[src/rtl/pll_reset_sequencer.sv]
// PLL reset/lock sequencer: pulses the PLL reset, waits for a synchronized lock,
// and releases core reset only after lock has been stable. Bounded retries, sticky fail.
module pll_reset_sequencer #(
   parameter int RST_PULSE_CYCLES    = 16,
   parameter int LOCK_TIMEOUT_CYCLES = 74250,
   parameter int LOCK_STABLE_CYCLES  = 1024,
   parameter int MAX_RETRIES         = 7
) (
   input  logic       refclk,
   input  logic       rst,
   input  logic       pll_locked,
   input  logic       relock_req,
   output logic       pll_rst,
   output logic       core_rst,
   output logic       pll_ready,
   output logic [3:0] retry_count,
   output logic       lock_fail
);

   localparam int MAX_A   = (RST_PULSE_CYCLES > LOCK_TIMEOUT_CYCLES) ? RST_PULSE_CYCLES
                                                                     : LOCK_TIMEOUT_CYCLES;
   localparam int MAX_CNT = (MAX_A > LOCK_STABLE_CYCLES) ? MAX_A : LOCK_STABLE_CYCLES;
   localparam int CW      = $clog2(MAX_CNT) + 1;

   localparam logic [CW-1:0] PULSE_LAST   = CW'(RST_PULSE_CYCLES - 1);
   localparam logic [CW-1:0] TIMEOUT_LAST = CW'(LOCK_TIMEOUT_CYCLES - 1);
   localparam logic [CW-1:0] STABLE_LAST  = CW'(LOCK_STABLE_CYCLES - 1);
   localparam logic [3:0]    RETRY_MAX    = 4'(MAX_RETRIES);

   typedef enum logic [2:0] {
      S_RESET_PLL,
      S_WAIT_LOCK,
      S_STABILIZE,
      S_RUN,
      S_FAIL
   } state_t;

   state_t          r_state;
   state_t          w_next;
   logic [CW-1:0]   r_cnt;
   logic [3:0]      r_retry;
   logic [3:0]      w_retry_next;
   logic            w_restart;
   logic            w_cnt_clr;
   logic            w_counting;
   logic            r_sync1;
   logic            r_sync2;
   logic            w_locked_s;
   logic            r_pll_rst;
   logic            r_core_rst;
   logic            r_ready;
   logic            r_fail;

   // pll_locked is asynchronous to refclk; only the second flop is ever used.
   always_ff @(posedge refclk or posedge rst) begin
      if (rst) begin
         r_sync1 <= 1'b0;
         r_sync2 <= 1'b0;
      end else begin
         r_sync1 <= pll_locked;
         r_sync2 <= r_sync1;
      end
   end

   assign w_locked_s = r_sync2;

   always_comb begin
      w_next       = r_state;
      w_retry_next = r_retry;
      w_restart    = 1'b0;
      if (relock_req) begin
         w_next       = S_RESET_PLL;
         w_retry_next = '0;
         w_restart    = 1'b1;
      end else begin
         case (r_state)
            S_RESET_PLL: begin
               if (r_cnt == PULSE_LAST)
                  w_next = S_WAIT_LOCK;
            end
            S_WAIT_LOCK: begin
               if (w_locked_s) begin
                  w_next = S_STABILIZE;
               end else if (r_cnt == TIMEOUT_LAST) begin
                  if (r_retry == RETRY_MAX) begin
                     w_next = S_FAIL;
                  end else begin
                     w_next       = S_RESET_PLL;
                     w_retry_next = r_retry + 4'd1;
                  end
               end
            end
            S_STABILIZE: begin
               if (!w_locked_s)
                  w_next = S_WAIT_LOCK;
               else if (r_cnt == STABLE_LAST)
                  w_next = S_RUN;
            end
            S_RUN: begin
               if (!w_locked_s)
                  w_next = S_RESET_PLL;
            end
            S_FAIL: begin
               w_next = S_FAIL;
            end
            default: begin
               w_next = S_RESET_PLL;
            end
         endcase
      end
      if (w_next == S_RUN)
         w_retry_next = '0;
   end

   // A relock in RESET_PLL stays in the same state but must still restart the pulse.
   assign w_cnt_clr  = w_restart || (w_next != r_state);
   assign w_counting = (r_state == S_RESET_PLL) || (r_state == S_WAIT_LOCK) ||
                       (r_state == S_STABILIZE);

   always_ff @(posedge refclk or posedge rst) begin
      if (rst) begin
         r_state <= S_RESET_PLL;
         r_cnt   <= '0;
         r_retry <= '0;
      end else begin
         r_state <= w_next;
         r_retry <= w_retry_next;
         if (w_cnt_clr)
            r_cnt <= '0;
         else if (w_counting)
            r_cnt <= r_cnt + 1'b1;
      end
   end

   // Outputs decoded from next-state so they move on the same edge as the state.
   always_ff @(posedge refclk or posedge rst) begin
      if (rst) begin
         r_pll_rst  <= 1'b1;
         r_core_rst <= 1'b1;
         r_ready    <= 1'b0;
         r_fail     <= 1'b0;
      end else begin
         r_pll_rst  <= (w_next == S_RESET_PLL) || (w_next == S_FAIL);
         r_core_rst <= (w_next != S_RUN);
         r_ready    <= (w_next == S_RUN);
         r_fail     <= (w_next == S_FAIL);
      end
   end

   assign pll_rst     = r_pll_rst;
   assign core_rst    = r_core_rst;
   assign pll_ready   = r_ready;
   assign lock_fail   = r_fail;
   assign retry_count = r_retry;

endmodule

[config.mk]
export PLATFORM = sky130hd
export DESIGN_NAME = pll_reset_sequencer
export DESIGN_NICKNAME = d
export VERILOG_FILES = /design/src/rtl/pll_reset_sequencer.sv
export SDC_FILE = /design/constraint.sdc
export NUM_CORES = 1
export LEC_CHECK = 0
export BUFFER_PORTS_ARGS = -buffer_cell sky130_fd_sc_hd__buf_2
export CORE_AREA = 2 2 67 69
export DETAILED_ROUTE_END_ITERATION = 16
export DIE_AREA = 0 0 69 71
export SLEW_MARGIN = 20
export SYNTH_ARGS = -nofsm -noshare
export SYNTH_HDL_FRONTEND = slang
export SYNTH_SLANG_ARGS = --single-unit
[constraint.sdc]
create_clock -name refclk -period 3.3 [get_ports refclk]
set_input_delay 0 -clock refclk [delete_from_list [all_inputs] [get_ports refclk]]
set_output_delay 0 -clock refclk [all_outputs]
set_load 0.03 [all_outputs]
==> results.ini <==
[synth]
avgSynthCellArea_um2 = 10.5
yosysWarnings = 0
synth_compound_area_share_pct = 4.08
synth_top_area_share_pct = 45.5
yosysSeqAreaShare_pct = 48.7
synthTopCellsByArea = dfrtp_1 45%, xor2_1 7.1%, nor3_2 6.3%, dfstp_2 3.3%, nor2_1 3.3%
synthArstFlopShare_pct = 100
synthMuxAreaShare_pct = 1.57
synth-xor-area-share_pct = 9.87
synth.top_cells.by_count = 29 x dfrtp_1, 14 x nor2_1, 13 x xor2_1
synth_adder_area_share_pct = 2.35
synth_area_mm2 = 0.00160
synthFlopType = dfrtp_1
synth_simple_gate_area_share_pct = 30.8
synth_enable_flop_cells = 0
synthesis.instances = 152
synth_top_family_by_area = simple AND/OR/NAND/NOR gates
synth_most_common_cell = dfrtp_1
synth_top_cell_by_area = dfrtp_1
synth_seq_cells = 31
synthesis.nets = 159
ys_types = 35

[setup_path]
crit_type = flip-flop to flip-flop
crit_path_start_kind = flip-flop
worstPathMaxFanout = 18
r2r_cells = 6
crit_path_end_kind = flip-flop
worst_ep_arrival_time_ns = 3.10
worstPathRequired_ns = 3.48

[pwr]
powerDensity_mw_per_mm2 = 436
power_frac_comb_pct = 3.7
p_int_mw = 0.639
power.share.clock_pct = 48.0
power_leakage_nw = 0.835
power_frac_seq_pct = 48.2
peakVddDrop_mv = 0.231
switching_power_mw = 0.169
p_sw_share_pct = 20.9

[timing]
fin_crit_ns = 2.92
max_slew_margin_pct = 30.1
hold_violations = 0
setup_viol = 0
worstMarginPinSlew_ns = 1.05
fmax_mhz = 342
rsz0062_at_grt = false
slew_viol_final = 0
holdWs_ns = 0.345
fin_tns_setup_ns = 0
skew_ns = 0.0101
period_share_pct = 88.6

[detailed_routing]
ant_nets = 0
via_per_inst = 5.35
wirelength_mm = 3.24
drcViolationCount = 0
routed-via-count = 1192
firstDrtPassIters = 4
wl_per_cell_um = 14.5
drtIter0Drc = 113

[cells_and_area]
nFillCells = 396
design_area_mm2 = 0.00185
fin_cells = 223
area_growth_pct = 16.1
final_layout_size_suffix_gt1_share_pct = 24.6
final_net_count = 177
diodes = 0
final_util_pct = 44.1

[clock_tree]
clock_sinks = 31
cts.htree.levels = 2
clock_latency_ns = 0.29
clockRootBuffer = clkbuf_8
cts.path.max_buffers = 2
path_clk_slew_ns = 0.07
cts_tree = built
cts_buffers = 5
post-cts-setup-buffers = 0

[global_route]
grt_usage_pct = 14.8
grt_pass1_vias = 1203
overflow = 0
grt_pass1_wl_mm = 5.69
antenna_found_initial = 0
grt_start_max_net_pins = 32

[floorplanning]
die_width_um = 69
dieArea_mm2 = 0.00490
start_util_pct = 38.0
row_count = 24
coreArea_mm2 = 0.00420
ios = 12
die_y_um = 71

[place]
dp.cells = 212
placed_area_mm2 = 0.00171
gp_congestion = 0.841
hpwl_mm = 2.23
port_buffers = 11

[min_path]
hold_class = input pin to async pin

[outcome]
outcome = finished clean

[run]
maxCapViolations = 0

==> power by group through the flow <==
stage | clock network, mW | logic [mW] | registers [mW]
after floorplan | 0 | 0.0207 | 0.395
after global placement | 0 | 0.0268 | 0.396
after detailed placement | 0 | 0.0280 | 0.396
after CTS | 0.396 | 0.0308 | 0.390
after global routing | 0.420 | 0.0345 | 0.390
final | 0.388 | 0.0301 | 0.390
==> what timing repair did <==
action                    in CTS  in global routing
gates resized for setup        0                  0
hold endpoints to repair      33                  0
hold buffers                   3                  0
==> cell families after synthesis <==
kind of cell,Yosys count
compound gates,10
xor+xnor,18
fa+ha+maj,3
buf+inv,9
flops,31
mux,2
simple gates,79
==> final timing paths <==
path,slack [ns],startpoint,endpoint
worst min-delay path,0.34,rst,r_cnt[6]
min in group refclk,0.35,pll_locked,r_sync1
worst max-delay path,0.38,r_cnt[11],r_cnt[6]
worst min register to register,0.35,r_sync1,r_sync2
max in group asynchronous,2.53,rst,r_cnt[15]
worst max register to register,0.38,r_cnt[11],r_cnt[6]
==> flip-flops by register name, summed over array words and instances, names as in the netlist <==
signal and count:
r_state 3, pll_ready 1, core_rst 1, r_sync2 1
r_sync1 1, r_cnt 18, pll_rst 1, retry_count 4
lock_fail 1
==> placed cells by master, fill, tap and decap left out, types with 5 or more instances in the layout <==
master / netlist / final
buf_2: 0 / 11
dfrtp_1: 29 / 29
nand2_1: 10 / 10
nor3_1: 6 / 6
xnor2_1: 5 / 5
and3_1: 6 / 6
nor2_1: 14 / 14
a21oi_1: 5 / 5
nor3_2: 10 / 10
xor2_1: 13 / 13
clkbuf_8: 0 / 6
nand3_1: 6 / 6
==> critical path: stages (launching register included) <==
cell     delay [ns]
dfrtp_1        0.42
or4_1          0.56
or4_4          0.55
or3_1          0.39
and3_4         0.19
mux2_4         0.37
nor4_1         0.32
==> layer usage <==
metal  GRT usage [%]  routed length (um)  vias up
met1            17.5                1510      582
li1                -                   -      570
met4            5.66                  72        0
met5               0                   0        -
met3            5.98                 146        6
met2            24.4                1500       34
==> per-stage QoR <==
| step | total power, mW | setup WS (ns) |
|---|---|---|
| finish | 0.808 | 0.377 |
| global route | 0.845 | 0.288 |
| CTS | 0.816 | 0.394 |
| global placement | 0.423 | 0.478 |
| floorplan | 0.416 | 0.599 |
| detailed placement | 0.424 | 0.403 |
==> final cells by class <==
cell class                 instances  area (um^2)  area share [%]
multi-input combinational        112          777            41.9
clock inverter                     2         35.0            1.89
clock buffer                       6         82.6            4.46
tap                               52         65.1            3.51
inverter                           4         15.0           0.810
sequential                        31          778            42.0
timing repair buffer              16          100            5.40
Note: power is estimated with default switching activity, not from simulation.
